--- src/rtl/irrigacao_pump_ctrl_if.sv ---
// Request/status bundle between the defuzzifier side and the pump controller.
//   tempo_irrigacao : requested irrigation time in units (16 b)
//   start / abort   : request levels, sampled every cycle
//   bomba_on, busy  : pump drive and busy status (registered)
//   tempo_restante  : units left in the current run (16 b)
//   done / aborted / rejected : single-cycle event pulses
// master = requester side, slave = controller side.
interface irrigacao_pump_ctrl_if;
   logic [15:0] tempo_irrigacao;
   logic        start;
   logic        abort;
   logic        bomba_on;
   logic        busy;
   logic [15:0] tempo_restante;
   logic        done;
   logic        aborted;
   logic        rejected;

   modport master (
      output tempo_irrigacao, start, abort,
      input  bomba_on, busy, tempo_restante, done, aborted, rejected
   );

   modport slave (
      input  tempo_irrigacao, start, abort,
      output bomba_on, busy, tempo_restante, done, aborted, rejected
   );
endinterface

--- src/rtl/irrigacao_pump_ctrl.sv ---
// Pump controller: turns an accepted start into one pump-on pulse of exactly
// N*TICKS_PER_UNIT cycles (N = clamped irrigation time), then holds off for
// MIN_OFF_UNITS*TICKS_PER_UNIT cycles. Supports abort and reports the
// remaining run time.
// Ports:
//   clk   : system clock, rising edge
//   rst_n : asynchronous active-low reset
//   bus   : irrigacao_pump_ctrl_if.slave (requests in, pump/status out)
module irrigacao_pump_ctrl #(
   parameter int TICKS_PER_UNIT = 50000000,
   parameter int MIN_OFF_UNITS  = 10,
   parameter int MAX_UNITS      = 100
) (
   input  logic                  clk,
   input  logic                  rst_n,
   irrigacao_pump_ctrl_if.slave  bus
);

   localparam int PW = (TICKS_PER_UNIT > 1) ? $clog2(TICKS_PER_UNIT) : 1;
   localparam int CW = (MIN_OFF_UNITS > 0) ? $clog2(MIN_OFF_UNITS + 1) : 1;
   localparam logic [PW-1:0] PRE_RELOAD = PW'(TICKS_PER_UNIT - 1);
   localparam logic [CW-1:0] COOL_LOAD  = CW'(MIN_OFF_UNITS);
   localparam logic [15:0]   MAX_N      = 16'(MAX_UNITS);

   typedef enum logic [1:0] {S_IDLE, S_RUN, S_COOL} state_t;

   state_t        state_q, state_d;
   logic [PW-1:0] pre_q, pre_d;
   logic [CW-1:0] cool_q, cool_d;
   logic [15:0]   rest_q, rest_d;
   logic          bomba_q, bomba_d;
   logic          busy_q, busy_d;
   logic          done_q, done_d;
   logic          aborted_q, aborted_d;
   logic          rejected_q, rejected_d;

   logic [15:0]   n_lat;
   logic          enter_cool;

   always_ff @(posedge clk or negedge rst_n) begin
      if (!rst_n) begin
         state_q    <= S_IDLE;
         pre_q      <= '0;
         cool_q     <= '0;
         rest_q     <= '0;
         bomba_q    <= 1'b0;
         busy_q     <= 1'b0;
         done_q     <= 1'b0;
         aborted_q  <= 1'b0;
         rejected_q <= 1'b0;
      end else begin
         state_q    <= state_d;
         pre_q      <= pre_d;
         cool_q     <= cool_d;
         rest_q     <= rest_d;
         bomba_q    <= bomba_d;
         busy_q     <= busy_d;
         done_q     <= done_d;
         aborted_q  <= aborted_d;
         rejected_q <= rejected_d;
      end
   end

   // Clamp is only meaningful at acceptance; later changes are ignored.
   assign n_lat = (bus.tempo_irrigacao > MAX_N) ? MAX_N : bus.tempo_irrigacao;

   always_comb begin
      state_d    = state_q;
      pre_d      = pre_q;
      cool_d     = cool_q;
      rest_d     = rest_q;
      bomba_d    = bomba_q;
      busy_d     = busy_q;
      done_d     = 1'b0;
      aborted_d  = 1'b0;
      rejected_d = 1'b0;
      enter_cool = 1'b0;

      case (state_q)
         S_IDLE: begin
            // abort wins over start while idle: nothing happens
            if (!bus.abort && bus.start) begin
               if (n_lat == 16'd0) begin
                  done_d = 1'b1;
               end else begin
                  state_d = S_RUN;
                  bomba_d = 1'b1;
                  busy_d  = 1'b1;
                  rest_d  = n_lat;
                  pre_d   = PRE_RELOAD;
               end
            end
         end

         S_RUN: begin
            rejected_d = bus.start;
            if (bus.abort) begin
               bomba_d    = 1'b0;
               aborted_d  = 1'b1;
               rest_d     = 16'd0;
               enter_cool = 1'b1;
            end else if (pre_q == '0) begin
               pre_d  = PRE_RELOAD;
               rest_d = rest_q - 16'd1;   // rest_q >= 1 throughout RUN
               if (rest_q == 16'd1) begin
                  bomba_d    = 1'b0;
                  done_d     = 1'b1;
                  enter_cool = 1'b1;
               end
            end else begin
               pre_d = pre_q - PW'(1);
            end

            if (enter_cool) begin
               if (MIN_OFF_UNITS == 0) begin
                  state_d = S_IDLE;
                  busy_d  = 1'b0;
               end else begin
                  state_d = S_COOL;
                  pre_d   = PRE_RELOAD;
                  cool_d  = COOL_LOAD;
               end
            end
         end

         S_COOL: begin
            // abort is deliberately ignored: the off time protects the pump
            rejected_d = bus.start;
            if (pre_q == '0) begin
               pre_d = PRE_RELOAD;
               if (cool_q <= CW'(1)) begin
                  cool_d  = '0;
                  state_d = S_IDLE;
                  busy_d  = 1'b0;
               end else begin
                  cool_d = cool_q - CW'(1);
               end
            end else begin
               pre_d = pre_q - PW'(1);
            end
         end

         default: begin
            state_d = S_IDLE;
            bomba_d = 1'b0;
            busy_d  = 1'b0;
            rest_d  = 16'd0;
         end
      endcase
   end

   assign bus.bomba_on       = bomba_q;
   assign bus.busy           = busy_q;
   assign bus.tempo_restante = rest_q;
   assign bus.done           = done_q;
   assign bus.aborted        = aborted_q;
   assign bus.rejected       = rejected_q;

endmodule

--- src/flat_wrapper.sv ---
// flat-port wrapper written by rule: the top's interface ports become plain ports
module irrigacao_pump_ctrl_flat 
#(
   parameter int TICKS_PER_UNIT = 50000000,
   parameter int MIN_OFF_UNITS  = 10,
   parameter int MAX_UNITS      = 100
)
  (clk, rst_n, bus_tempo_irrigacao, bus_start, bus_abort, bus_bomba_on, bus_busy, bus_tempo_restante, bus_done, bus_aborted, bus_rejected);
  irrigacao_pump_ctrl_if bus_i ();
  input  logic clk;
  input  logic rst_n;
  input wire logic [$bits(bus_i.tempo_irrigacao)-1:0] bus_tempo_irrigacao;
  input wire logic [$bits(bus_i.start)-1:0] bus_start;
  input wire logic [$bits(bus_i.abort)-1:0] bus_abort;
  output wire logic [$bits(bus_i.bomba_on)-1:0] bus_bomba_on;
  output wire logic [$bits(bus_i.busy)-1:0] bus_busy;
  output wire logic [$bits(bus_i.tempo_restante)-1:0] bus_tempo_restante;
  output wire logic [$bits(bus_i.done)-1:0] bus_done;
  output wire logic [$bits(bus_i.aborted)-1:0] bus_aborted;
  output wire logic [$bits(bus_i.rejected)-1:0] bus_rejected;
  assign bus_i.tempo_irrigacao = bus_tempo_irrigacao;
  assign bus_i.start = bus_start;
  assign bus_i.abort = bus_abort;
  assign bus_bomba_on = bus_i.bomba_on;
  assign bus_busy = bus_i.busy;
  assign bus_tempo_restante = bus_i.tempo_restante;
  assign bus_done = bus_i.done;
  assign bus_aborted = bus_i.aborted;
  assign bus_rejected = bus_i.rejected;
  irrigacao_pump_ctrl #(.TICKS_PER_UNIT(TICKS_PER_UNIT), .MIN_OFF_UNITS(MIN_OFF_UNITS), .MAX_UNITS(MAX_UNITS)) u_core (.clk(clk), .rst_n(rst_n), .bus(bus_i));
endmodule
--- config.mk ---
export PLATFORM = sky130hd
export DESIGN_NAME = irrigacao_pump_ctrl_flat
export DESIGN_NICKNAME = d
export VERILOG_FILES = /design/src/rtl/irrigacao_pump_ctrl_if.sv /design/src/rtl/irrigacao_pump_ctrl.sv /design/src/flat_wrapper.sv
export SDC_FILE = /design/constraint.sdc
export NUM_CORES = 1
export LEC_CHECK = 0
export ABC_AREA = 1
export BUFFER_PORTS_ARGS = -buffer_cell sky130_fd_sc_hd__buf_2
export CORE_MARGIN = 2
export CORE_UTILIZATION = 45
export CTS_CLUSTER_SIZE = 30
export DETAILED_ROUTE_END_ITERATION = 12
export PLACE_DENSITY = 0.66
export REMOVE_ABC_BUFFERS = 1
export SETUP_SLACK_MARGIN = 0.05
export SLEW_MARGIN = 20
export SYNTH_ARGS = -nofsm -noshare
export SYNTH_HDL_FRONTEND = slang
export SYNTH_SLANG_ARGS = --single-unit
export TNS_END_PERCENT = 1
--- constraint.sdc ---
create_clock -name clk -period 2.3 [get_ports clk]
set_input_delay 0.46 -clock clk [delete_from_list [all_inputs] [get_ports clk]]
set_output_delay 0.46 -clock clk [all_outputs]
set_load 0.02 [all_outputs]
# == After elaboration in Yosys (flattened, before gate mapping) ==
# Cells that the tools add are included.
# totals
word_cells,83
register_bits,53
out_inout_bits,21
in_bits,20
# classes
order_cmp,2
n_reduce_logical,14
bitwise,2
eq_ne,11
n_addsub,3
muxes,42
# op_table
operator,n
$mux W26,5
$mux W16,5
$pmux W26 S3,1
$pmux W16 S3,1
$logic_not A26 Y1,1
$sub A26 B1 Y26 const B,1
$mux W1,17
$eq A16 B1 Y1 const B,1
$gt A16 B7 Y1 const B,1
$logic_not A16 Y1,1
$sub A16 B1 Y16 const B,1
$reduce_and A5 Y1,3
$mux W4,3
$mux W2,5
$ne A3 B2 Y1 const B,3
$ne A2 B1 Y1 const B,4
$pmux W4 S2,1
$reduce_and A4 Y1,2
$pmux W1 S3,2
$pmux W2 S3,1
$le A4 B1 Y1 const B,1
$sub A4 B1 Y4 const B,1
$reduce_and A3 Y1,1
$reduce_bool A3 Y1,1
10 further kinds,11

# == Longest topological paths before layout ==
# depth
depth_word,7
ltp_mapped,14
mapped_depth_nobuf,12

# == Worst setup path after synthesis ==
# No wires, ideal clock.
# synth_timing
kind,register to register
startpoint,register u_core.pre_q[0]
endpoint,register u_core.pre_q[20]
path_buffers,1
stages_incl_launch_ff,13
setup_ns,0.116
arrival_ns,1.674
setup_slack_ns,0.509
path_cell_list,dfrtp_1 inv_1 ha_1 buf_1 nand2_1 nor2_4 nand4_1 nand2_1 nand2_1 o21ai_0 nand2_1 nand2_1 nand2_1
# synth_via
elab_chain_cells,6
word_cells_on_any_way,11
# synth_rtl
element,line_no,source
start: declaration,irrigacao_pump_ctrl.sv:28,"logic [PW-1:0] pre_q, pre_d;"
start signal: assignment,irrigacao_pump_ctrl.sv:53,pre_q <= pre_d;
branches (longest 6 deep; another with $sub A26 B1 Y26),-,
# Parallel ways; which one is timed is not known. The select of a mux whose other input is x is not followed.
# A chain may end at the register's enable or synchronous reset.

# == Worst setup path after layout ==
# layout_timing
startpoint,register u_core.state_q[0]
endpoint,register u_core.pre_q[20]
# layout_via
elab_chain_cells,3
word_cells_on_any_way,9
# layout_rtl
element,line_no,source
start: declaration,irrigacao_pump_ctrl.sv:27,"state_t state_q, state_d;"
start signal: assignment,irrigacao_pump_ctrl.sv:52,state_q <= state_d;
$eq A2 B1 Y1 (tied with other cells),irrigacao_pump_ctrl.sv:79,case (state_q)
$ne A3 B2 Y1 (no line) (tied with other cells),-,
$reduce_and A4 Y1 (no line),-,
# Several ways; a longest one is shown, not always the timed one.

==> run_results.csv <==
group,metric,value,unit
run_status,status,"complete, no violations",
worst_setup_path,startpoint_type,"flip-flop",
clock_network,clkLatencyLatePin,0.32,ns
worst_setup_path,cp_slowest_cell,"dfrtp_1",
clock_network,worst_setup_hold_path_clk_slew,0.11,ns
detailed_routing,final_antenna_net_count,0,
detailed_routing,routed_len_inst,13.33,um
sta,post-route-worst-setup-slack,0.3072,ns
sta,max_freq,501.8,MHz
grt,pin_count_of_the_biggest_net_entering_global_routing,32,
final_layout,drive_gt1_share,18.31,%
final_layout,antenna_cells,0,
floorplan,placement_rows,34,
sta,fin_setup_tns,0,ns
clock_network,cts_sinks,53,
sta,layout_worst_path_cycle_share,86.64,%
sta,clock-skew-final,0.01303,ns
floorplan,die_w,99.03,um
worst_setup_path,critical-path-top-cell-by-count,"nand2_1",
sta,hold_viol_final,0,
sta,worst_slew_pin_slew,0.6307,ns
final_layout,finalNetCount,668,
worst_setup_path,critical_path.max_stage_delay,0.43,ns
yosys,ys_warn_count,0,
pwr,cellPowerDensity,1256,nW/um2
sta,worst_hold_slack,0.1496,ns
placement,dp.cells,739,
detailed_routing,finalWirelength,9954,um
final_layout,instances_no_fill,747,
detailed_routing,drt_first_pass_iters,5,
final_layout,area_growth,9.945,%
detailed_routing,detail_route.drc_violations,0,
placement,port_buffers,40,
grt,grt_usage,21.03,%
worst_setup_path,kind_of_end_point_of_the_critical_path,"flip-flop",
detailed_routing,detail_route.iter0.violations,175,
floorplan,die_y,99.03,um
placement,dpl.hpwl,7512,um
worst_setup_path,timing.critical_path.cells,"inv_1, ha_1, inv_2, nor2_1, nand2_1, nor2_1, nand4_1, nand2_1, nor2_2, inv_1, nand2_1, nand2_1",
clock_network,cts-root-to-sink-buffers,2,
floorplan,num_io_pins,41,
placement,dp_slack,0.2163,ns
sta,grt_setup_unrepaired,"true",
floorplan,design.die.area,9807,um2
yosys,synth.yosys.seq_area_share,32.64,%
yosys,mappedNetlistArea,4064,um2
worst_setup_path,crit_required,2.55,ns
detailed_routing,detail_route.vias_per_cell,5.269,
grt,antenna_found_initial,0,
yosys,yosysUniqueCellTypes,38,
pwr,power.leakage,2.392,nW
pwr,totalPowerFinal,5.613,mW
worst_setup_path,critical_path_class,"flip-flop to flip-flop",
worst_setup_path,critical_path.max_fanout,12,
clock_network,post-cts-setup-buffer-count,0,
detailed_routing,vias,3936,
grt,overflow,0,
grt,grt_pass1_vias,3603,
job,timing.max_cap.violations,0,
sta,minimum_clock_period,1.993,ns
worst_hold_path,hold_path.class,"input port to asynchronous set/reset pin",
clock_network,clock_tree.root_cell,"clkbuf_8",
floorplan,core_area,8721,um2
placement,gp_congestion,0.8654,
worst_setup_path,cp.arrival,2.24,ns
yosys,synth_seq_cells,53,
grt,grt_first_pass_wirelength,17100,um
sta,finalSetupViolCount,0,
clock_network,cts_hold_buf,0,
sta,max_transition_viols_final,0,
clock_network,cts-htree-levels,2,
floorplan,initial_core_util,46.60,%
clock_network,tritoncts,"yes",
sta,maxSlewHeadroom,57.95,%
yosys,syn_avg_cell_area,6.819,um2
yosys,number_of_standard_cells_after_synthesis,596,
clock_network,cts_made_buffers,5,
pwr,vdd.ir_drop.worst,0.0005660,V
-- routing by layer --
metal / wire, um / GRT usage [%]
met2: 4597 / 33.68
met3: 425 / 3.121
met4: 96 / 4.636
met1: 4835 / 30.21
met5: 0 / 0
-- final timing paths --
path | start | to | slack, ns | cells past startpoint
setup / recovery | u_core.state_q[0] | u_core.pre_q[20] | 0.31 | 12
hold reg to reg | u_core.bus.bomba_on | u_core.bus.bomba_on | 0.50 | 2
setup reg to reg | u_core.state_q[0] | u_core.pre_q[20] | 0.31 | 12
hold / removal | rst_n | u_core.bus.tempo_restante[15] | 0.15 | 1
min in group clk | bus_start | u_core.bus.rejected | 0.39 | 3
max in group asynchronous | rst_n | u_core.pre_q[21] | 1.53 | 2
-- final cells by class --
cell class	instances	area (um2)
Clock buffer	6	72.57
Clock inverter	2	10.01
Fill cell	856	4253
Inverter	67	254.0
Multi-Input combinational cell	459	2367
Sequential cell	53	1326
Tap cell	108	135.1
Timing Repair Buffer	52	302.8
-- worst max-delay path: cells and delay by family (launching register included) --
kind          cells  cell delay [ns]
flops             1             0.43
buf+inv           3             0.49
simple gates      8             0.82
fa+ha+maj         1             0.19
-- Yosys cell counts (all sizes together) --
library cell  number  area, um2
ha                10      125.1
nor3               5      25.02
nand3             49      250.2
a22oi              3      22.52
nand2            202      808.3
nor4               2      18.77
dfrtp             53       1326
inv               67      254.0
xor2              11      96.34
a21oi             10      50.05
buf               14      113.9
o21ai             54      352.8
o22ai              1      6.260
nand3b             1      7.510
or2                2      12.51
xnor2              4      35.03
clkbuf             3      11.26
o21a               1      7.510
a21boi             1      18.77
nand4             16      100.1
o221ai             1      8.760
o21bai             1      7.510
nor2              84      397.9
a21o               1      7.510
-- power breakdown --
| part | total, mW | internal (mW) | switching, mW |
|---|---|---|---|
| registers | 1.63 | 1.28 | 0.352 |
| clock network | 0.544 | 0.213 | 0.332 |
| logic | 3.44 | 1.16 | 2.28 |
-- sequential cells by signal, summed over array words and instances, names as in the netlist --
name / cells
u_core.bus.done: 1
u_core.bus.bomba_on: 1
u_core.bus.busy: 1
u_core.bus.rejected: 1
u_core.bus.aborted: 1
u_core.state_q: 2
u_core.pre_q: 26
u_core.cool_q: 4
u_core.bus.tempo_restante: 16
-- repair_timing --
action                                  CTS  global route
gates resized for setup                   0             1
hold endpoints to repair                  0             0
endpoints found under the setup margin    0            12
-- cell families after synthesis --
kind of cell / share of synthesized area (%)
AO/OA/AOI/OAI: 11.85
XOR/XNOR: 3.233
flip-flops: 32.64
buffers and inverters: 9.329
AND/OR/NAND/NOR: 39.87
adder cells (fa/ha/maj): 3.079
-- cell usage in the layout, fill, tap and decap left out, drive strengths merged --
| master | count |
|---|---|
| o21bai | 1 |
| clkinv | 2 |
| or2 | 2 |
| nor2 | 84 |
| buf | 52 |
| nand2 | 202 |
| xnor2 | 4 |
| nand3 | 49 |
| nand3b | 1 |
| xor2 | 11 |
| inv | 67 |
| o221ai | 1 |
| nor3 | 5 |
| o22ai | 1 |
| a21o | 1 |
| a21oi | 10 |
| a22oi | 3 |
| ha | 10 |
| nand4 | 16 |
| dfrtp | 53 |
| o21ai | 54 |
| o21a | 1 |
| clkbuf | 6 |
| nor4 | 2 |
| a21boi | 1 |
-- stage by stage --
stage | cell area [um2] | utilization, %
after floorplan | 3939 | -
after global placement | 4377 | 50.19
after detailed placement | 4377 | 50.19
after CTS | 4459 | 51.13
after global routing | 4468 | 51.23
final | 4468 | 51.23
Power figures use the tool's default switching activity.
